**src/rtl/ql_bank_cfg_loader_if.sv**
```systemverilog
// Bitstream word stream (valid/ready) between the configuration source and ql_bank_cfg_loader.
interface ql_bank_cfg_loader_if #(
   parameter int DATA_W = 32
);
   logic [DATA_W-1:0] cfg_data;
   logic              cfg_valid;
   logic              cfg_ready;

   modport master (output cfg_data, output cfg_valid, input cfg_ready);
   modport slave  (input cfg_data, input cfg_valid, output cfg_ready);
endinterface

```
**src/rtl/ql_bank_cfg_loader.sv**
```systemverilog
// QL memory-bank configuration programmer: assembles bitstream rows onto bl and strobes one wl per row.
// Optional trailer CRC-16/CCITT check is compiled in with `define QL_CFG_CRC_EN.
module ql_bank_cfg_loader #(
   parameter int BL_WIDTH = 514,
   parameter int WL_WIDTH = 407,
   parameter int DATA_W   = 32,
   parameter int WL_PULSE = 4
) (
   input  logic                 clk,
   input  logic                 global_resetn,
   input  logic                 cfg_start,
   ql_bank_cfg_loader_if.slave  cfg,
   output logic [0:BL_WIDTH-1]  bl,
   output logic [0:WL_WIDTH-1]  wl,
   output logic                 fabric_resetn,
   output logic                 cfg_busy,
   output logic                 cfg_done,
   output logic                 cfg_err
);

   localparam int WPR = (BL_WIDTH + DATA_W - 1) / DATA_W;
   localparam int WCW = (WPR > 1) ? $clog2(WPR) : 1;
   localparam int RCW = (WL_WIDTH > 1) ? $clog2(WL_WIDTH) : 1;
   localparam logic [WCW-1:0] LAST_WORD  = WCW'(WPR - 1);
   localparam logic [RCW-1:0] LAST_ROW   = RCW'(WL_WIDTH - 1);
   localparam logic [7:0]     LAST_PULSE = 8'(WL_PULSE - 1);

   typedef enum logic [2:0] {
      S_IDLE,
      S_LOAD,
      S_SETUP,
      S_PULSE,
      S_HOLD,
`ifdef QL_CFG_CRC_EN
      S_CRC,
`endif
      S_DONE
   } state_t;

   state_t             state_q, state_d;
   logic [WCW-1:0]     word_q, word_d;
   logic [RCW-1:0]     row_q, row_d;
   logic [7:0]         pulse_q, pulse_d;
   logic [0:BL_WIDTH-1] bl_d;
   logic [0:WL_WIDTH-1] wl_d;
   logic               err_q, err_d;
   logic               ready_q, ready_d;
   logic               fab_q, fab_d;
   logic               xfer;

`ifdef QL_CFG_CRC_EN
   logic [15:0]        crc_q, crc_d;

   // CRC-16/CCITT, polynomial 0x1021, consuming the word MSB first
   function automatic logic [15:0] crc16_word(input logic [15:0] crc_in,
                                              input logic [DATA_W-1:0] data);
      logic [15:0] c;
      c = crc_in;
      for (int i = DATA_W - 1; i >= 0; i--) begin
         if (c[15] ^ data[i]) c = {c[14:0], 1'b0} ^ 16'h1021;
         else                 c = {c[14:0], 1'b0};
      end
      return c;
   endfunction
`endif

   assign cfg.cfg_ready  = ready_q;
   assign xfer           = cfg.cfg_valid && ready_q;
   assign cfg_busy       = (state_q != S_IDLE) && (state_q != S_DONE);
   assign cfg_done       = (state_q == S_DONE);
   assign cfg_err        = err_q;
   assign fabric_resetn  = fab_q;

   // Next-state logic; ready, wl and fabric reset are registered decodes of the next state
   always_comb begin
      state_d = state_q;
      word_d  = word_q;
      row_d   = row_q;
      pulse_d = pulse_q;
      bl_d    = bl;
      err_d   = err_q;
`ifdef QL_CFG_CRC_EN
      crc_d   = crc_q;
`endif

      if (cfg_start) begin
         if ((state_q == S_IDLE) || (state_q == S_DONE)) begin
            state_d = S_LOAD;
            word_d  = '0;
            row_d   = '0;
            bl_d    = '0;
            err_d   = 1'b0;
`ifdef QL_CFG_CRC_EN
            crc_d   = 16'hFFFF;
`endif
         end else begin
            err_d = 1'b1;
         end
      end

      case (state_q)
         S_LOAD: begin
            if (xfer) begin
               for (int k = 0; k < BL_WIDTH; k++) begin
                  if ((k / DATA_W) == int'(word_q)) bl_d[k] = cfg.cfg_data[k % DATA_W];
               end
`ifdef QL_CFG_CRC_EN
               crc_d = crc16_word(crc_q, cfg.cfg_data);
`endif
               if (word_q == LAST_WORD) state_d = S_SETUP;
               else                     word_d  = word_q + WCW'(1);
            end
         end
         S_SETUP: begin
            state_d = S_PULSE;
            pulse_d = '0;
         end
         S_PULSE: begin
            if (pulse_q == LAST_PULSE) state_d = S_HOLD;
            else                       pulse_d = pulse_q + 8'd1;
         end
         S_HOLD: begin
            if (row_q != LAST_ROW) begin
               row_d   = row_q + RCW'(1);
               word_d  = '0;
               state_d = S_LOAD;
            end else begin
`ifdef QL_CFG_CRC_EN
               state_d = S_CRC;
`else
               state_d = S_DONE;
               bl_d    = '0;
`endif
            end
         end
`ifdef QL_CFG_CRC_EN
         S_CRC: begin
            if (xfer) begin
               if (cfg.cfg_data[15:0] != crc_q) err_d = 1'b1;
               state_d = S_DONE;
               bl_d    = '0;
            end
         end
`endif
         default: ;
      endcase

`ifdef QL_CFG_CRC_EN
      ready_d = (state_d == S_LOAD) || (state_d == S_CRC);
`else
      ready_d = (state_d == S_LOAD);
`endif
      fab_d = (state_d == S_DONE) && !err_d;
      for (int r = 0; r < WL_WIDTH; r++) begin
         wl_d[r] = (state_d == S_PULSE) && (row_q == RCW'(r));
      end
   end

   // Async reset clears every output at once so no partial word-line pulse survives
   always_ff @(posedge clk or negedge global_resetn) begin
      if (!global_resetn) begin
         state_q <= S_IDLE;
         word_q  <= '0;
         row_q   <= '0;
         pulse_q <= '0;
         bl      <= '0;
         wl      <= '0;
         err_q   <= 1'b0;
         ready_q <= 1'b0;
         fab_q   <= 1'b0;
`ifdef QL_CFG_CRC_EN
         crc_q   <= 16'hFFFF;
`endif
      end else begin
         state_q <= state_d;
         word_q  <= word_d;
         row_q   <= row_d;
         pulse_q <= pulse_d;
         bl      <= bl_d;
         wl      <= wl_d;
         err_q   <= err_d;
         ready_q <= ready_d;
         fab_q   <= fab_d;
`ifdef QL_CFG_CRC_EN
         crc_q   <= crc_d;
`endif
      end
   end

endmodule

```
**src/flat_wrapper.sv**
```systemverilog
// flat-port wrapper written by rule: the top's interface ports become plain ports
module ql_bank_cfg_loader_flat 
#(
   parameter int BL_WIDTH = 514,
   parameter int WL_WIDTH = 407,
   parameter int DATA_W   = 32,
   parameter int WL_PULSE = 4
)
  (clk, global_resetn, cfg_start, bl, wl, fabric_resetn, cfg_busy, cfg_done, cfg_err, cfg_cfg_data, cfg_cfg_valid, cfg_cfg_ready);
  ql_bank_cfg_loader_if #(.DATA_W(DATA_W)) cfg_i ();
  input  logic clk;
  input  logic global_resetn;
  input  logic cfg_start;
  output logic [0:BL_WIDTH-1] bl;
  output logic [0:WL_WIDTH-1] wl;
  output logic fabric_resetn;
  output logic cfg_busy;
  output logic cfg_done;
  output logic cfg_err;
  input wire logic [$bits(cfg_i.cfg_data)-1:0] cfg_cfg_data;
  input wire logic [$bits(cfg_i.cfg_valid)-1:0] cfg_cfg_valid;
  output wire logic [$bits(cfg_i.cfg_ready)-1:0] cfg_cfg_ready;
  assign cfg_i.cfg_data = cfg_cfg_data;
  assign cfg_i.cfg_valid = cfg_cfg_valid;
  assign cfg_cfg_ready = cfg_i.cfg_ready;
  ql_bank_cfg_loader #(.BL_WIDTH(BL_WIDTH), .WL_WIDTH(WL_WIDTH), .DATA_W(DATA_W), .WL_PULSE(WL_PULSE)) u_core (.clk(clk), .global_resetn(global_resetn), .cfg_start(cfg_start), .cfg(cfg_i), .bl(bl), .wl(wl), .fabric_resetn(fabric_resetn), .cfg_busy(cfg_busy), .cfg_done(cfg_done), .cfg_err(cfg_err));
endmodule
```
**config.mk**
```make
export PLATFORM = sky130hd
export DESIGN_NAME = ql_bank_cfg_loader_flat
export DESIGN_NICKNAME = d
export VERILOG_FILES = /design/src/rtl/ql_bank_cfg_loader_if.sv /design/src/rtl/ql_bank_cfg_loader.sv /design/src/flat_wrapper.sv
export SDC_FILE = /design/constraint.sdc
export NUM_CORES = 1
export LEC_CHECK = 0
export ABC_AREA = 0
export CAP_MARGIN = 20
export CORE_AREA = 4 4 378 380
export DETAILED_ROUTE_END_ITERATION = 8
export DIE_AREA = 0 0 382 384
export GPL_TIMING_DRIVEN = 0
export HOLD_SLACK_MARGIN = 0.08
export SYNTH_ARGS = -nofsm -noshare
export SYNTH_HDL_FRONTEND = slang
export SYNTH_SLANG_ARGS = --single-unit
```
**constraint.sdc**
```tcl
create_clock -name clk -period 4 [get_ports clk]
set_clock_uncertainty 0.2 [all_clocks]
set_input_delay 1.2 -clock clk [delete_from_list [all_inputs] [get_ports clk]]
set_output_delay 1.2 -clock clk [all_outputs]
set_load 0.02 [all_outputs]
```
==> results.toml, run 1 <==
[placed_design]
hpwl_microns = 121000
numPortBuffers = 961
place.gp.congestion = 0.863
post-place-ws_ns = -0.938

[final_layout]
multi_input_area_sq_um = 8270
layout-drive-gt1-share_pct = 7.36
syn_to_final_growth_pct = 48.9
regArea_sq_um = 23700
nFillCells = 13800
nNetsFinal = 3619

[power]
p_leak_uw = 0.0205
ir_drop_mv = 0.377
power_density_nw_per_um2 = 766

[die]
die_h_microns = 384
dieArea_sq_um = 147000
start_util_pct = 23.6
io_pins = 962
die_w_microns = 382
core_area_sq_um = 139000
fp-row-count = 137

[critical_path]
path_max_fanout = 10
critical_path.slowest_cell = "nor3b_4"
required_ns = 4.40
path_buf_inv = 2
cp-end-kind = "flip-flop"
crit_top_cell = "nand2_1"
critPathLaunchType = "input pin"
worstSetupPathType = "in2reg"
ff2ff_setup_slack_ns = 0.17
max_stage_delay_ns = 0.74
cp_cell_sequence = "clkdlybuf4s50_1 > nand2_1 > nor3b_4 > nand2_1 > clkbuf_1 > o2bb2ai_1"
path_delay_family = "simple AND/OR/NAND/NOR gates"
cp.arrival_ns = 4.28

[yosys]
synth-seq-area-share_pct = 72.4
synth_area_sq_um = 32800
synth-compound-area-share_pct = 14.9
yosys_warnings = 0
synth_edf_count = 0
synth.most_common_cell = "dfrtp_1"
synth_top_family_by_area = "compound AO/OA/AOI/OAI gates"
synth_mux_area_share_pct = 0.187
synth_largest_area_cell = "dfrtp_1"
synthAdderAreaFrac_pct = 0.420
synthCells = 2481
synth_flop_cell = "dfrtp_1"
synthArstFlopShare_pct = 100
netlist-cell-type-count = 52
yosysTopAreaCellShare_pct = 72.4
yosys-top-cells-count = "dfrtp_1, nor2_1, o2bb2ai_1"
synth_xor_xnor_area_share_pct = 0.107
synth_area_leaders = "dfrtp_1, o2bb2ai_1, nor2_1"
syn_nets = 2528
synth-seq-cells = 949
synth-simple-area-share_pct = 9.46
avgSynthCellArea_sq_um = 13.2

[timing]
hold_ws_ns = 0.227
hold_viol_final = 0
setup_viol = 0
tightest_slew_ns = 1.12
setup_ws_ns = 0.122
fmax_ghz = 0.258
period_minus_slack_ns = 3.88
period_share_pct = 96.9
rsz0062_at_grt = "no"
drv_slew = 0
slew-limit-headroom_pct = 25.3
fin_setup_tns_ns = 0

[clock_tree]
clkSlewWorstSetupHoldPaths_ns = 0.06
tritoncts.num_buffers = 103
cts_tree = "done"
cts_sinks = 949
insertion_delay_ns = 0.71
ctsHoldBuffers = 0
clockBufferDepth = 3
cts_max_level = 3
clockRootBuffer = "clkbuf_16"

[route]
vias_per_cell = 4.69
routedWlPerCell_microns = 28.7
num_vias = 26000
finalWirelength_microns = 159000
drc = 0
drt_iter0_drc = 2225
first_pass_iters = 6
ant_nets = 0

[global_route]
grt_pass1_wl_microns = 219000
grt_usage_pct = 21.0
grt_pass1_vias = 26800
antenna_found_initial = 11
overflow = 0
grt_max_degree = 122

[min_path]
hold_path_class = "in2async"

[status]
status = "finished, final reports clean"

[flow_run]
max-cap-violations = 0
-- registers in the layout (all words and copies together), names as in the netlist --
signal,flops
u_core.row_q,9
u_core.state_q,3
u_core.wl,407
u_core.fabric_resetn,1
u_core.cfg_err,1
u_core.bl,514
u_core.word_q,5
u_core.cfg.cfg_ready,1
u_core.pulse_q,8
-- layout make-up --
| cell class | count | area share, % |
|---|---|---|
| Timing Repair Buffer | 986 | 20.7 |
| Buffer | 190 | 1.59 |
| Sequential cell | 949 | 48.6 |
| Inverter | 12 | 0.0922 |
| Multi-Input combinational cell | 1330 | 16.9 |
| Clock buffer | 136 | 5.96 |
| Tap cell | 1876 | 4.81 |
| Clock inverter | 53 | 1.31 |
| Antenna cell | 4 | 0.0205 |
-- logic make-up (layout without fill, tap and decap cells) --
family | count (synthesis) | after routing
adder cells (fa/ha/maj) | 11 | 11
multiplexers | 6 | 6
flip-flops | 949 | 949
XOR/XNOR | 4 | 4
buffers and inverters | 202 | 1377
AO/OA/AOI/OAI | 573 | 573
other | 0 | 4
AND/OR/NAND/NOR | 736 | 736
-- cell usage in the layout (no fill, tap or decap), types with 5 or more instances in the layout --
cell type / synthesis / routed
buf_2: 47 / 47
bufinv_16: 0 / 8
nor3_1: 11 / 11
buf_1: 6 / 6
inv_1: 10 / 10
and3_1: 5 / 5
ha_1: 11 / 11
nand2_1: 140 / 140
dfrtp_1: 949 / 949
clkbuf_2: 1 / 5
o211ai_1: 6 / 6
nor2b_1: 6 / 6
buf_16: 0 / 8
mux2i_1: 5 / 5
clkbuf_1: 136 / 144
o21ai_0: 24 / 24
clkbuf_8: 0 / 21
a21oi_1: 5 / 5
a22o_1: 115 / 115
buf_8: 0 / 15
nand3_1: 92 / 89
nand2b_1: 11 / 11
clkbuf_16: 0 / 103
and2_1: 5 / 5
nand4_1: 11 / 11
clkdlybuf4s50_1: 0 / 958
o2bb2ai_1: 398 / 398
clkinv_2: 0 / 24
nor2_1: 433 / 430
clkinvlp_4: 0 / 5
-- power by group --
part | total, uW | leakage [uW] | switching (uW) | internal, uW
clock | 9920 | 0.00175 | 4220 | 5700
combinational | 15000 | 0.00584 | 9760 | 5240
sequential | 12500 | 0.0129 | 1110 | 11400
total | 37400 | 0.0205 | 15100 | 22300
-- path summary, 6_finish.rpt --
| kind | from | to | cells past startpoint |
|---|---|---|---|
| max in group asynchronous | global_resetn | u_core.bl[235] | 5 |
| min in group clk | u_core.bl[431] | u_core.bl[431] | 1 |
| worst min register to register | u_core.bl[431] | u_core.bl[431] | 1 |
| worst max-delay path | cfg_cfg_valid | u_core.bl[132] | 6 |
| worst max register to register | u_core.row_q[0] | u_core.bl[381] | 9 |
| worst min-delay path | global_resetn | u_core.wl[339] | 1 |
-- timing repair --
item                                    in CTS  in global routing
endpoints found under the setup margin      56                 85
pin swaps                                    0                  0
resized for setup                           10                  4
cloned                                       0                  0
setup buffers                                0                  0
-- per-layer routing --
layer | global-route usage, % | wire length (microns) | part of all wire, % | vias to the layer above
met5 | 0.827 | 177 | 0.11 | -
met4 | 7.17 | 5320 | 3.3 | 2
met3 | 6.45 | 13500 | 8.5 | 237
met2 | 35.4 | 77600 | 49 | 1194
met1 | 25.5 | 62400 | 39 | 13600
li1 | - | - | - | 11000
-- per-stage QoR --
step | utilization (%) | power (uW) | cell area [sq um] | cells
after detailed placement | 32.5 | 27800 | 45200 | 5342
after global routing | 35.1 | 38900 | 48800 | 5533
after global placement | 32.2 | 27500 | 44800 | 5318
after CTS | 35.1 | 37800 | 48800 | 5531
final | 35.1 | 37400 | 48800 | 5536
after floorplan | - | 19100 | 32800 | 2481
Power figures use the tool's default switching activity.
==> run 2, diff against run 1 <==
Settings changed: SLEW_MARGIN set to 20.
Clock period 4 ns to 4.25 ns, I/O delays scaled along.
==> results.toml, run 2 (same netlist as run 1, synthesis figures left out) <==
[status]
status = "finished, final reports clean"

[clock_tree]
insertion_delay_ns = 0.72
cts_max_level = 3
clockBufferDepth = 3
tritoncts.num_buffers = 103
clockRootBuffer = "clkbuf_16"
cts_setup_buffers = 0
cts_sinks = 949
clkSlewWorstSetupHoldPaths_ns = 0.06
cts_tree = "done"
ctsHoldBuffers = 0

[final_layout]
nFillCells = 13800
largestRegisters = "u_core.bl: 514 flops, u_core.wl: 407 flops, u_core.row_q: 9 flops"
fin_area_sq_um = 48500
layout-drive-gt1-share_pct = 7.09
layout_commonest_cell = "clkdlybuf4s50_1"
final_util_pct = 34.9
largest-register = "u_core.bl"
syn_to_final_growth_pct = 48.0
nNetsFinal = 3605
final_cell_mix = "clkdlybuf4s50_1, dfrtp_1, nor2_1"
largest_reg_flops = 514

[route]
first_pass_iters = 6
drc = 0
drt_iter0_drc = 2130
routedWlPerCell_microns = 28.9
vias_per_cell = 4.71
finalWirelength_microns = 159000
ant_nets = 0
num_vias = 26000

[placed_design]
hpwl_microns = 119000
post-place-ws_ns = -0.763
place.gp.congestion = 0.863
numPortBuffers = 961
dpl_cell_area_sq_um = 45100

[critical_path]
cp.arrival_ns = 4.55
ff2ff_setup_slack_ns = 0.31
worstSetupPathType = "in2reg"
path_buf_inv = 2
critical_path.slowest_cell = "clkdlybuf4s50_1"
cp-end-kind = "flip-flop"
path_max_fanout = 10
cp_cell_sequence = "clkdlybuf4s50_1 > and3b_1 > a211oi_2 > nand3_1 > clkbuf_2 > a22o_1"
r2r_end = "u_core.bl[304]"
max_stage_delay_ns = 0.70
critPathLaunchType = "input pin"
path_delay_family = "buffers and inverters"
r2r_cells = 8
required_ns = 4.61
timing.rr.start = "u_core.row_q[0]"

[global_route]
antenna_found_initial = 9
grt_max_degree = 148
grt_pass1_wl_microns = 218000
overflow = 0
grt_pass1_vias = 26700
grt_usage_pct = 21.0

[power]
combPwrFrac_pct = 40.0
p_sw_uw = 14100
power_switching_share_pct = 40.6
power_density_nw_per_um2 = 717
p_leak_uw = 0.0203
p_total_uw = 34800
internal_power_uw = 20700
p_clk_share_pct = 26.2
ir_drop_mv = 0.362
pwr-share-seq_pct = 33.8

[die]
core_area_sq_um = 139000
fp-row-count = 137
die_w_microns = 382
io_pins = 962
die_h_microns = 384
dieArea_sq_um = 147000
start_util_pct = 23.6

[timing]
period_share_pct = 98.7
slew-limit-headroom_pct = 23.5
hold_viol_final = 0
setup_ws_ns = 0.0552
setup_viol = 0
tightest_slew_ns = 1.14
fmax_ghz = 0.238
period_minus_slack_ns = 4.19
rsz0062_at_grt = "no"
hold_ws_ns = 0.242
drv_slew = 0

[min_path]
hold_path_class = "in2async"

[flow_run]
max-cap-violations = 0
[run 2: cell types whose count changed in the layout (fill, tap and decap cells not counted), moves of 2 or more]
cell       before  now
clkbuf_1      144  141
a211oi_2        0    2
bufinv_16       8    5
clkbuf_2        5   15
clkinv_2       24   21
buf_8          15    1
inv_6           4    2
[run 2: timing repair]
action,CTS,global route
resized for setup,1,7
endpoints found under the setup margin,14,51
gates cloned,0,0
[run 2: worst register-to-register path: stages, from the launching register on]
cell      delay (ns)
dfrtp_1         0.45
inv_1           0.11
ha_1            0.15
clkbuf_2        0.34
nand4b_1        0.43
o21bai_2        0.49
nand3_1         0.58
clkbuf_2        0.63
a22o_1          0.40
[run 2: power groups by stage]
| stage | combinational (uW) | sequential (uW) | clock, uW |
|---|---|---|---|
| floorplan | 4410 | 13600 | 0 |
| global placement | 13900 | 11900 | 0 |
| detailed placement | 14100 | 11800 | 0 |
| CTS | 14100 | 11700 | 9280 |
| global route | 14600 | 11900 | 9650 |
| finish | 13900 | 11800 | 9110 |
[run 2: worst max-delay path by stage]
stage	depth (start not counted)	endpoint	from	slack [ns]
finish	6	u_core.bl[304]	cfg_start	0.06
global route	6	u_core.bl[297]	cfg_start	0.01
CTS	8	u_core.bl[226]	u_core.row_q[0]	-0.04
detailed placement	6	u_core.bl[226]	cfg_start	-0.76
global placement	1	u_core.bl[10]	global_resetn	-41.55
floorplan	6	u_core.bl[342]	cfg_start	1.37
[run 2: layer usage]
layer  GRT usage (%)  up-vias  routed length, microns
met5               0        -                       0
met4            6.35        0                    4810
met3            6.72      217                   14400
met2            35.9     1301                   78300
met1            25.2    13500                   61700
li1                -    10900                       -
[run 2: final cells by class]
type                    count  area, sq um  share of cell area, %
well taps                1876         2350                   4.84
inverters                  12         45.0                 0.0928
flip-flops and latches    949        23700                   48.9
clock buffers             143         2950                   6.07
multi-input cells        1330         8280                   17.1
repair buffers            972         9870                   20.3
clock inverters            43          492                   1.01
diodes                      3         7.51                 0.0155
plain buffers             190          790                   1.63
[run 2: metrics by stage]
stage               std cells  TNS, ns
detailed placement       5329  -115.41
finish                   5518        0
CTS                      5515   -0.158
floorplan                2481        0
global route             5515        0
global placement         5318        -
